<file path="config.mk">
export PLATFORM = sky130hd
export DESIGN_NAME = alu_accumulator
export DESIGN_NICKNAME = d
export VERILOG_FILES = /design/src/rtl/alu_pkg.sv /design/src/rtl/alu_byte_slice.sv /design/src/rtl/alu_accumulator.sv
export SDC_FILE = /design/constraint.sdc
export NUM_CORES = 1
export LEC_CHECK = 0
export CAP_MARGIN = 20
export CORE_ASPECT_RATIO = 1.4
export CORE_UTILIZATION = 30
export CTS_CLUSTER_DIAMETER = 150
export DETAILED_ROUTE_END_ITERATION = 6
export SLEW_MARGIN = 20
export SYNTH_ARGS = -nofsm -noshare
export SYNTH_HDL_FRONTEND = slang
export SYNTH_HIERARCHICAL = 1
export SYNTH_SLANG_ARGS = --single-unit
</file>
<file path="constraint.sdc">
create_clock -name CLK -period 6.2 [get_ports CLK]
set_clock_uncertainty 0.2 [all_clocks]
set_input_delay 1.24 -clock CLK [delete_from_list [all_inputs] [get_ports CLK]]
set_output_delay 1.24 -clock CLK [all_outputs]
set_load 0.03 [all_outputs]
</file>
<file path="src/rtl/alu_pkg.sv">
// Shared definitions for the byte-serial accumulator: operation encodings and FSM states.
package alu_pkg;

    typedef enum logic [1:0] {
        OP_ADD  = 2'b00,
        OP_SUB  = 2'b01,
        OP_LOAD = 2'b10,
        OP_CLR  = 2'b11
    } op_e;

    typedef enum logic [1:0] {
        ST_IDLE = 2'b00,
        ST_EXEC = 2'b01,
        ST_DONE = 2'b10
    } state_e;

endpackage

</file>
<file path="src/rtl/alu_byte_slice.sv">
// 8-bit full adder slice; the accumulator reuses a single instance for every byte.
module alu_byte_slice (
    input  logic [7:0] A,
    input  logic [7:0] B,
    input  logic       CIN,
    output logic [7:0] SUM,
    output logic       COUT
);

    logic [8:0] total;

    assign total = {1'b0, A} + {1'b0, B} + {8'd0, CIN};
    assign SUM   = total[7:0];
    assign COUT  = total[8];

endmodule

</file>
<file path="src/rtl/alu_accumulator.sv">
// Byte-serial add/sub/load/clear accumulator, one byte per cycle, LSB first.
// Define ALU_ACC_SAT_EN to clamp signed overflow instead of wrapping.
module alu_accumulator
    import alu_pkg::*;
#(
    parameter int BYTES = 2
) (
    input  logic                 CLK,
    input  logic                 RST,
    input  logic                 IN_VALID,
    output logic                 IN_READY,
    input  logic [1:0]           OP,
    input  logic [8*BYTES-1:0]   OPERAND,
    output logic [8*BYTES-1:0]   ACC,
    output logic                 OUT_VALID,
    output logic                 C_OUT,
    output logic                 OVERFLOW,
    output logic                 ZERO
);

    localparam int W    = 8 * BYTES;
    localparam int IDXW = (BYTES > 1) ? $clog2(BYTES) : 1;
    localparam logic [IDXW-1:0] LAST = IDXW'(BYTES - 1);

    state_e          state_q, state_d;
    logic [IDXW-1:0] idx_q, idx_d;
    logic            carry_q, carry_d;
    op_e             op_q, op_d;
    logic [W-1:0]    opnd_q, opnd_d;
    logic [W-1:0]    res_q, res_d;
    logic [W-1:0]    acc_q, acc_d;
    logic            cout_q, cout_d;
    logic            ovf_q, ovf_d;
    logic            zero_q, zero_d;

    logic            arith;
    logic [W-1:0]    summand;
    logic [7:0]      a_byte, b_byte, sum_byte;
    logic            cout_byte;
    logic [W-1:0]    res_full, result;
    logic            a_msb, raw_ovf;

    // Load and clear run through the same adder with the accumulator side forced to zero.
    assign arith   = (op_q == OP_ADD) || (op_q == OP_SUB);
    assign summand = (op_q == OP_SUB) ? ~opnd_q :
                     (op_q == OP_CLR) ? '0 : opnd_q;
    assign a_byte  = arith ? acc_q[idx_q*8 +: 8] : 8'd0;
    assign b_byte  = summand[idx_q*8 +: 8];

    alu_byte_slice u_slice (
        .A    (a_byte),
        .B    (b_byte),
        .CIN  (carry_q),
        .SUM  (sum_byte),
        .COUT (cout_byte)
    );

    always_comb begin
        res_full = res_q;
        res_full[idx_q*8 +: 8] = sum_byte;
    end

    assign a_msb   = arith ? acc_q[W-1] : 1'b0;
    assign raw_ovf = arith && (a_msb == summand[W-1]) && (res_full[W-1] != a_msb);

`ifdef ALU_ACC_SAT_EN
    // Both operands share a sign on overflow, so that sign picks the clamp direction.
    assign result = !raw_ovf ? res_full :
                    a_msb    ? {1'b1, {(W-1){1'b0}}} : {1'b0, {(W-1){1'b1}}};
`else
    assign result = res_full;
`endif

    always_comb begin
        state_d = state_q;
        idx_d   = idx_q;
        carry_d = carry_q;
        op_d    = op_q;
        opnd_d  = opnd_q;
        res_d   = res_q;
        acc_d   = acc_q;
        cout_d  = cout_q;
        ovf_d   = ovf_q;
        zero_d  = zero_q;
        case (state_q)
            ST_IDLE: begin
                if (IN_VALID) begin
                    op_d    = op_e'(OP);
                    opnd_d  = OPERAND;
                    idx_d   = '0;
                    carry_d = (OP == OP_SUB);
                    state_d = ST_EXEC;
                end
            end
            ST_EXEC: begin
                res_d   = res_full;
                carry_d = cout_byte;
                if (idx_q == LAST) begin
                    state_d = ST_DONE;
                    acc_d   = result;
                    cout_d  = arith ? cout_byte : 1'b0;
                    ovf_d   = raw_ovf;
                    zero_d  = (result == '0);
                end else begin
                    idx_d = idx_q + 1'b1;
                end
            end
            ST_DONE: state_d = ST_IDLE;
            default: state_d = ST_IDLE;
        endcase
    end

    always_ff @(posedge CLK) begin
        if (RST) begin
            state_q <= ST_IDLE;
            idx_q   <= '0;
            carry_q <= 1'b0;
            op_q    <= OP_ADD;
            opnd_q  <= '0;
            res_q   <= '0;
            acc_q   <= '0;
            cout_q  <= 1'b0;
            ovf_q   <= 1'b0;
            zero_q  <= 1'b1;
        end else begin
            state_q <= state_d;
            idx_q   <= idx_d;
            carry_q <= carry_d;
            op_q    <= op_d;
            opnd_q  <= opnd_d;
            res_q   <= res_d;
            acc_q   <= acc_d;
            cout_q  <= cout_d;
            ovf_q   <= ovf_d;
            zero_q  <= zero_d;
        end
    end

    assign IN_READY  = (state_q == ST_IDLE);
    assign OUT_VALID = (state_q == ST_DONE);
    assign ACC       = acc_q;
    assign C_OUT     = cout_q;
    assign OVERFLOW  = ovf_q;
    assign ZERO      = zero_q;

endmodule

</file>
-- Word-level counts from Yosys, hierarchy flattened
Cells that the tools add are included.
- word-level logic and storage cells: 53
- bits in registers: 57
- input port bits: 21
- $add $sub $neg: 4
- eq/ne operators: 9
- shift operators: 4
- mux-type cells: 14
- reduce and logical (&&, ||, !) cells: 11
- bitwise operators: 1
- operators with widths (operator ; count):
    4-bit negator with 34-bit output ; 1
    8-bit by 34-bit variable shift with 16-bit output, first input constant ; 1
    8-bit by 34-bit variable part select with 16-bit output ; 1
    16-bit two-way mux ; 2
    16-bit by 5-bit variable part select with 8-bit output ; 2
    16-bit bitwise mux ; 1
    16-bit zero test ; 1
    16-bit NOT ; 1
    8-bit by 8-bit adder with 9-bit output ; 1
    9-bit by 1-bit adder with 9-bit output ; 1
    8-bit two-way mux ; 1
    2-bit AND reduction ; 4
    2-bit by 1-bit equality test with 1-bit output, second input constant ; 3
    1-bit two-way mux ; 5
    2-bit equality test, second input constant ; 2
    2-bit zero test ; 2
    2-bit two-way mux ; 2
    2-bit != test, second input constant ; 2
    1-bit case mux with 2 select lines ; 2
    2-bit case mux with 2 select lines ; 1
    1-bit logical AND ; 2
    2-bit nonzero test ; 1
    1-bit adder, second input constant ; 1
    1-bit equality test ; 1
    other kinds (2) ; 2

-- Longest topological paths before layout
- depth after elaboration: 10
- mapped depth: 13
- gate-level depth less buffers: 11

-- Hierarchy
The synthesis kept the hierarchy.
- by module, submodules not included (module ; times used ; cells each ; area each (um2) ; sequential area each (um2)):
    alu_accumulator ; 1 ; 261 ; 2283.4 ; 1001.0
    alu_byte_slice ; 1 ; 40 ; 331.6 ; 0.0

-- Worst setup path after synthesis
No wires, ideal clock.
- kind: register -> register
- start: register idx_q
- end: register zero_q, in the netlist ZERO
- path slack: 3.227 ns
- arrival time: 2.686 ns
- clock period less this slack: 2.973 ns
- setup time: 0.087 ns
- cell stages (with the launch flop): 13
- cells stage by stage: dfxtp_1 -> buf_6 -> buf_4 -> mux2i_1 -> nor2_1 -> fa_1 -> fa_1 -> a21oi_1 -> o21a_1 -> xnor2_1 -> nor4_1 -> nand4_1 -> o31ai_1
- cells in the longest elaborated chain, start to end: 7
- elaborated cells on any way between the ends: 11
- classes of those cells: add/sub: 3; shift: 4; mux: 2; reduce/logical: 2
- ends and longest elaborated chain (item ; RTL line ; source):
    start, declared ; alu_accumulator.sv:26 ; logic [IDXW-1:0] idx_q, idx_d;
    start signal, assigned ; alu_accumulator.sv:127 ; idx_q <= idx_d;
    16-bit by 5-bit variable part select with 8-bit output ; alu_accumulator.sv:47 ; assign a_byte = arith ? acc_q[idx_q*8 +: 8] : 8'd0;
    8-bit two-way mux ; alu_accumulator.sv:47 ;
    named net a_byte[0] ; alu_accumulator.sv:38 ; logic [7:0] a_byte, b_byte, sum_byte;
    8-bit by 8-bit adder with 9-bit output ; alu_byte_slice.sv:12 ; assign total = {1'b0, A} + {1'b0, B} + {8'd0, CIN};
    9-bit by 1-bit adder with 9-bit output ; alu_byte_slice.sv:12 ;
    named net sum_byte[6] ; alu_accumulator.sv:38 ;
    8-bit by 34-bit variable part select with 16-bit output ; alu_accumulator.sv:60 ; res_full[idx_q*8 +: 8] = sum_byte;
    16-bit bitwise mux ; alu_accumulator.sv:60 ;
    16-bit zero test ; alu_accumulator.sv:103 ; zero_d = (result == '0);
    end signal, assigned ; alu_accumulator.sv:135 ; zero_q <= zero_d;
    end, declared ; alu_accumulator.sv:34 ; logic zero_q, zero_d;
The timed path passes the listed nets, and every way through them passes these cells.
A chain may end at the register's enable or synchronous reset.

-- Worst setup path in the final report
- start: register idx_q
- end: register zero_q, in the netlist ZERO
- elaborated cells on any way between the ends: 11
- classes of those cells: add/sub: 3; shift: 4; mux: 2; reduce/logical: 2
- RTL lines (item ; RTL line ; source):
    16-bit by 5-bit variable part select with 8-bit output ; alu_accumulator.sv:48 ; assign b_byte = summand[idx_q*8 +: 8];
    named net b_byte[0] ; alu_accumulator.sv:38 ;
    8-bit by 8-bit adder with 9-bit output ; alu_byte_slice.sv:12 ;
    9-bit by 1-bit adder with 9-bit output ; alu_byte_slice.sv:12 ;
    named net sum_byte[6] ; alu_accumulator.sv:38 ;
    8-bit by 34-bit variable part select with 16-bit output ; alu_accumulator.sv:60 ;
    16-bit bitwise mux ; alu_accumulator.sv:60 ;
    16-bit zero test ; alu_accumulator.sv:103 ;
The timed path passes the listed nets, and every way through them passes these cells.

==> impl.org <==
** Worst hold path
- The tightest min-delay check is of the flop to flop type.
- The worst hold path passes through 2 cells.
- The worst hold path terminates at opnd_q[12].
- The startpoint identified for the worst hold timing path is opnd_q[12].

** Clock network
- Number of resized instances in the post-cts repair step :: 0
- Total of hold buffers inserted after clock tree synthesis :: 0
- Once the clock tree was built, the setup fixing pass inserted 0 buffers.
- The tree is rooted in a clkbuf_16.
- Clk pin slew, worst setup/hold paths :: 0.06 ns
- TritonCTS built the clock tree.
- Buffers inserted during clock tree synthesis total 5.
- H-Tree Depth :: 2
- Maximum count of clock buffers along a single path :: 2
- Clock insertion delay at the later pin of the skew report :: 0.29 ns
- Num Clock Sinks :: 50

** Placed design
- Cell area after placement :: 3010 sq um
- Summed over all nets, the half-perimeter wirelength after detailed placement is 4370 um.
- Port bufs :: 41
- After detailed placement, the design holds a cell count of 425.
- Routability Congestion :: 0.802

** Timing
- Minimum clock period :: 3.56 ns
- Actual slew at the worst max-slew pin :: 1.03 ns
- Final Hold Violating Endpoints :: 0
- After routing, the total negative slack on setup checks comes to 0 ns.
- Setup violations remaining at the end of the flow were counted as 0.
- Static timing analysis puts the maximum clock frequency at 281 MHz.
- Setup repair after global routing left no endpoint under its margin.
- Worst slew margin :: 0.313
- Of the available clock period, the critical path in the final layout requires 0.574.
- The final number of max-transition violations is 0.

** Global routing
- Antenna violations before repair :: 0
- For this run, global-route usage on met1 was measured as 0.169.
- Wire length of the first global-routing pass :: 9940 um
- After global routing, the most crowded layer is met2.
- Total congestion overflow after global routing :: 0
- Global router's overall resource usage :: 0.139
- GR Layer Usage met2 :: 0.238
- The number of global-route vias before repair was 2059.
- Met3 capacity usage during global routing :: 0.0236
- Pin count of the biggest net entering global routing :: 52

** Synth
- Area fraction in and, or, nand and nor cells after synthesis :: 0.220
- Number of register bits inferred by synthesis :: 50
- By area, the combinational part of the netlist is dominated by simple AND/OR/NAND/NOR gates.
- Of the synthesized area, sequential elements account for 0.383.
- Of the post-synthesis cell area, the part taken by muxes is 0.126.
- Net Count, Synth :: 331
- Prevailing post-synth register cell :: dfxtp_1
- Of the total synthesized cell area, the portion taken by full adders, half adders and majority gates is 0.0488.
- The synthesized-area fraction occupied by ao, oa, aoi and oai cells was 0.144.
- The biggest area contributor in the post-synthesis netlist is dfxtp_1.
- Of the post-synthesis cell area, the dominant cell type holds 0.383.
- Share of the synthesized netlist area taken by xor and xnor gates :: 0.0134
- Synth Cell Area :: 2620 sq um
- The synthesized netlist contains 46 unique library cells.
- Average footprint of a synthesized cell :: 8.69 sq um
- Total of warnings raised by yosys :: 6
- Top cells by area, synth :: dfxtp_1 (38%), mux2i_1 (13%), nand2_1 (8.9%), a21oi_1 (6.5%), nor2_1 (3.6%)
- Synthesis produced 301 cells.
- Number of synthesized flops with an enable pin :: 0
- Of all flip-flops after synthesis, the portion carrying an async set or reset was 0.

** Setup path
- Crit Path Category :: flop to flop
- Delay contributed by the slowest stage of the critical path :: 0.67 ns
- Reg-to-reg setup timing slack :: 2.64 ns
- STA puts the critical path data arrival time at 3.55 ns.
- Critical path startpoint category :: flop
- R2r endpoint :: ZERO
- Cells on worst reg2reg path :: 11
- In this run the worst path has a maximum fanout of 12.
- Critical Path RT :: 6.19 ns
- CP max-delay cell :: dfxtp_1
- Critical path endpoint category :: flop
- Cells along the critical path :: buf_4 -> mux2i_1 -> mux2i_1 -> fa_1 -> fa_1 -> a21oi_1 -> o21a_1 -> xnor2_1 -> nor4_1 -> nand4_1 -> o31ai_1
- Reg-to-reg startpoint :: idx_q

** Power
- Leak :: 1.23 nW
- Pwr Total :: 769 uW
- For this design the ratio of total power to cell area is 242 nW/um^2.
- IR Drop Worst-Case VDD :: 102 uV

** Finish
- In the layout the commonest cells are nand2_1 (62), dfxtp_1 (50), clkdlybuf4s50_1 (40).
- Once layout is complete, the cells apart from fillers number 433.
- Summing all non-filler instances in the final layout gives an area of 3180 sq um.
- Final Net Count :: 360
- Antenna diode count :: 0
- Relative to the synthesized area, the layout overhead comes to 21.4%.
- The library cell used most frequently in the layout, excluding fill and tap cells, is nand2_1.
- # fillers :: 876
- In the final layout, the share of cells above drive strength 1 is 0.112.

** Route
- Mean number of vias per cell :: 4.80
- Drt total wl :: 5980 um
- Via count :: 2078
- The pre-antenna-repair detailed-routing pass consisted of 4 iterations.
- After detailed routing, the number of remaining DRC violations is 0.
- In this run, the number of DRC markers left after iteration 0 of detailed routing was 61.
- Wire length per cell after detailed routing :: 13.8 um
- Detail Route Antenna Nets :: 0

** Floorplan
- For this configuration, the core starts out at a cell density of 0.315.
- Row cnt :: 39
- From bottom edge to top edge, the die measures 112 um.
- The floorplan step defined a die boundary enclosing 9100 sq um.
- From left edge to right edge, the die measures 80.9 um.
- During I/O placement, the number of pins put on the boundary was 42.
- Placeable core region :: 8300 sq um

** Outcome
- The flow ran to the end, and the final reports show no timing, DRC or antenna violations.

** Job
- Total of max-cap violations :: 0
==> sequential cells by signal, indices dropped and copies added (netlist names) <==
signal / count
op_q: 2
opnd_q: 16
ACC: 16
state_q: 2
res_q: 9
idx_q: 1
OVERFLOW: 1
carry_q: 1
C_OUT: 1
ZERO: 1
==> cell usage after synthesis (all sizes together), types with 2 or more instances <==
library cell	instances
a21o	2
a21oi	44
a311o	2
and2b	3
buf	14
clkbuf	7
dfxtp	50
fa	2
ha	7
inv	4
mux2i	33
nand2	71
nand2b	2
nand3	2
nand3b	3
nand4	2
nor2	25
nor2b	2
nor3	3
nor4	5
o21a	2
o21ai	2
xnor2	2
xor2	2
==> worst max path at each step <==
stage	from	end	slack, ns
after global routing	idx_q	ZERO	2.34
after floorplan	idx_q	ZERO	3.23
final	idx_q	ZERO	2.64
after global placement	idx_q	ZERO	2.79
after detailed placement	idx_q	ZERO	2.61
after CTS	idx_q	ZERO	2.59
==> per-layer routing <==
layer | vias up | routed length [um]
met4 | 0 | 102
met3 | 8 | 195
li1 | 1079 | -
met1 | 951 | 2670
met2 | 40 | 3010
met5 | - | 0
==> stage by stage <==
stage                      util  hold slack (ns)  setup slack (ns)
after detailed placement  0.363            0.246              2.61
after CTS                 0.383            0.255              2.59
after floorplan               -            0.236              3.23
final                     0.383            0.254              2.64
after global routing      0.383            0.272              2.34
after global placement    0.363            0.245              2.79
==> logic make-up (layout without fill, tap and decap cells) <==
kind of cell	count (synthesis)	after routing
XOR/XNOR	4	4
buffers and inverters	25	55
AO/OA/AOI/OAI	58	58
adder cells (fa/ha/maj)	9	9
flip-flops	50	50
AND/OR/NAND/NOR	122	122
multiplexers	33	33
==> final cells by class <==
| class | instances | area (sq um) | share of cell area |
|---|---|---|---|
| Multi-Input combinational cell | 226 | 1450 | 0.455 |
| Sequential cell | 50 | 1000 | 0.315 |
| Timing Repair Buffer | 43 | 420 | 0.132 |
| Clock buffer | 8 | 166 | 0.0524 |
| Tap cell | 102 | 128 | 0.0402 |
| Inverter | 4 | 15.0 | 0.00473 |
==> where the power goes <==
group / leakage [nW] / internal [mW] / switching (mW)
clock network: 0.0832 / 0.183 / 0.112
logic: 0.739 / 0.0557 / 0.0684
registers: 0.407 / 0.335 / 0.0148
==> critical path, delay by kind of cell, from the launching register on <==
kind	cells	cell delay, ns
xor+xnor	1	0.14
flops	1	0.67
fa+ha+maj	2	0.87
simple gates	2	0.32
compound gates	3	0.58
mux	2	0.36
buf+inv	1	0.32
Power figures use the tool's default switching activity.
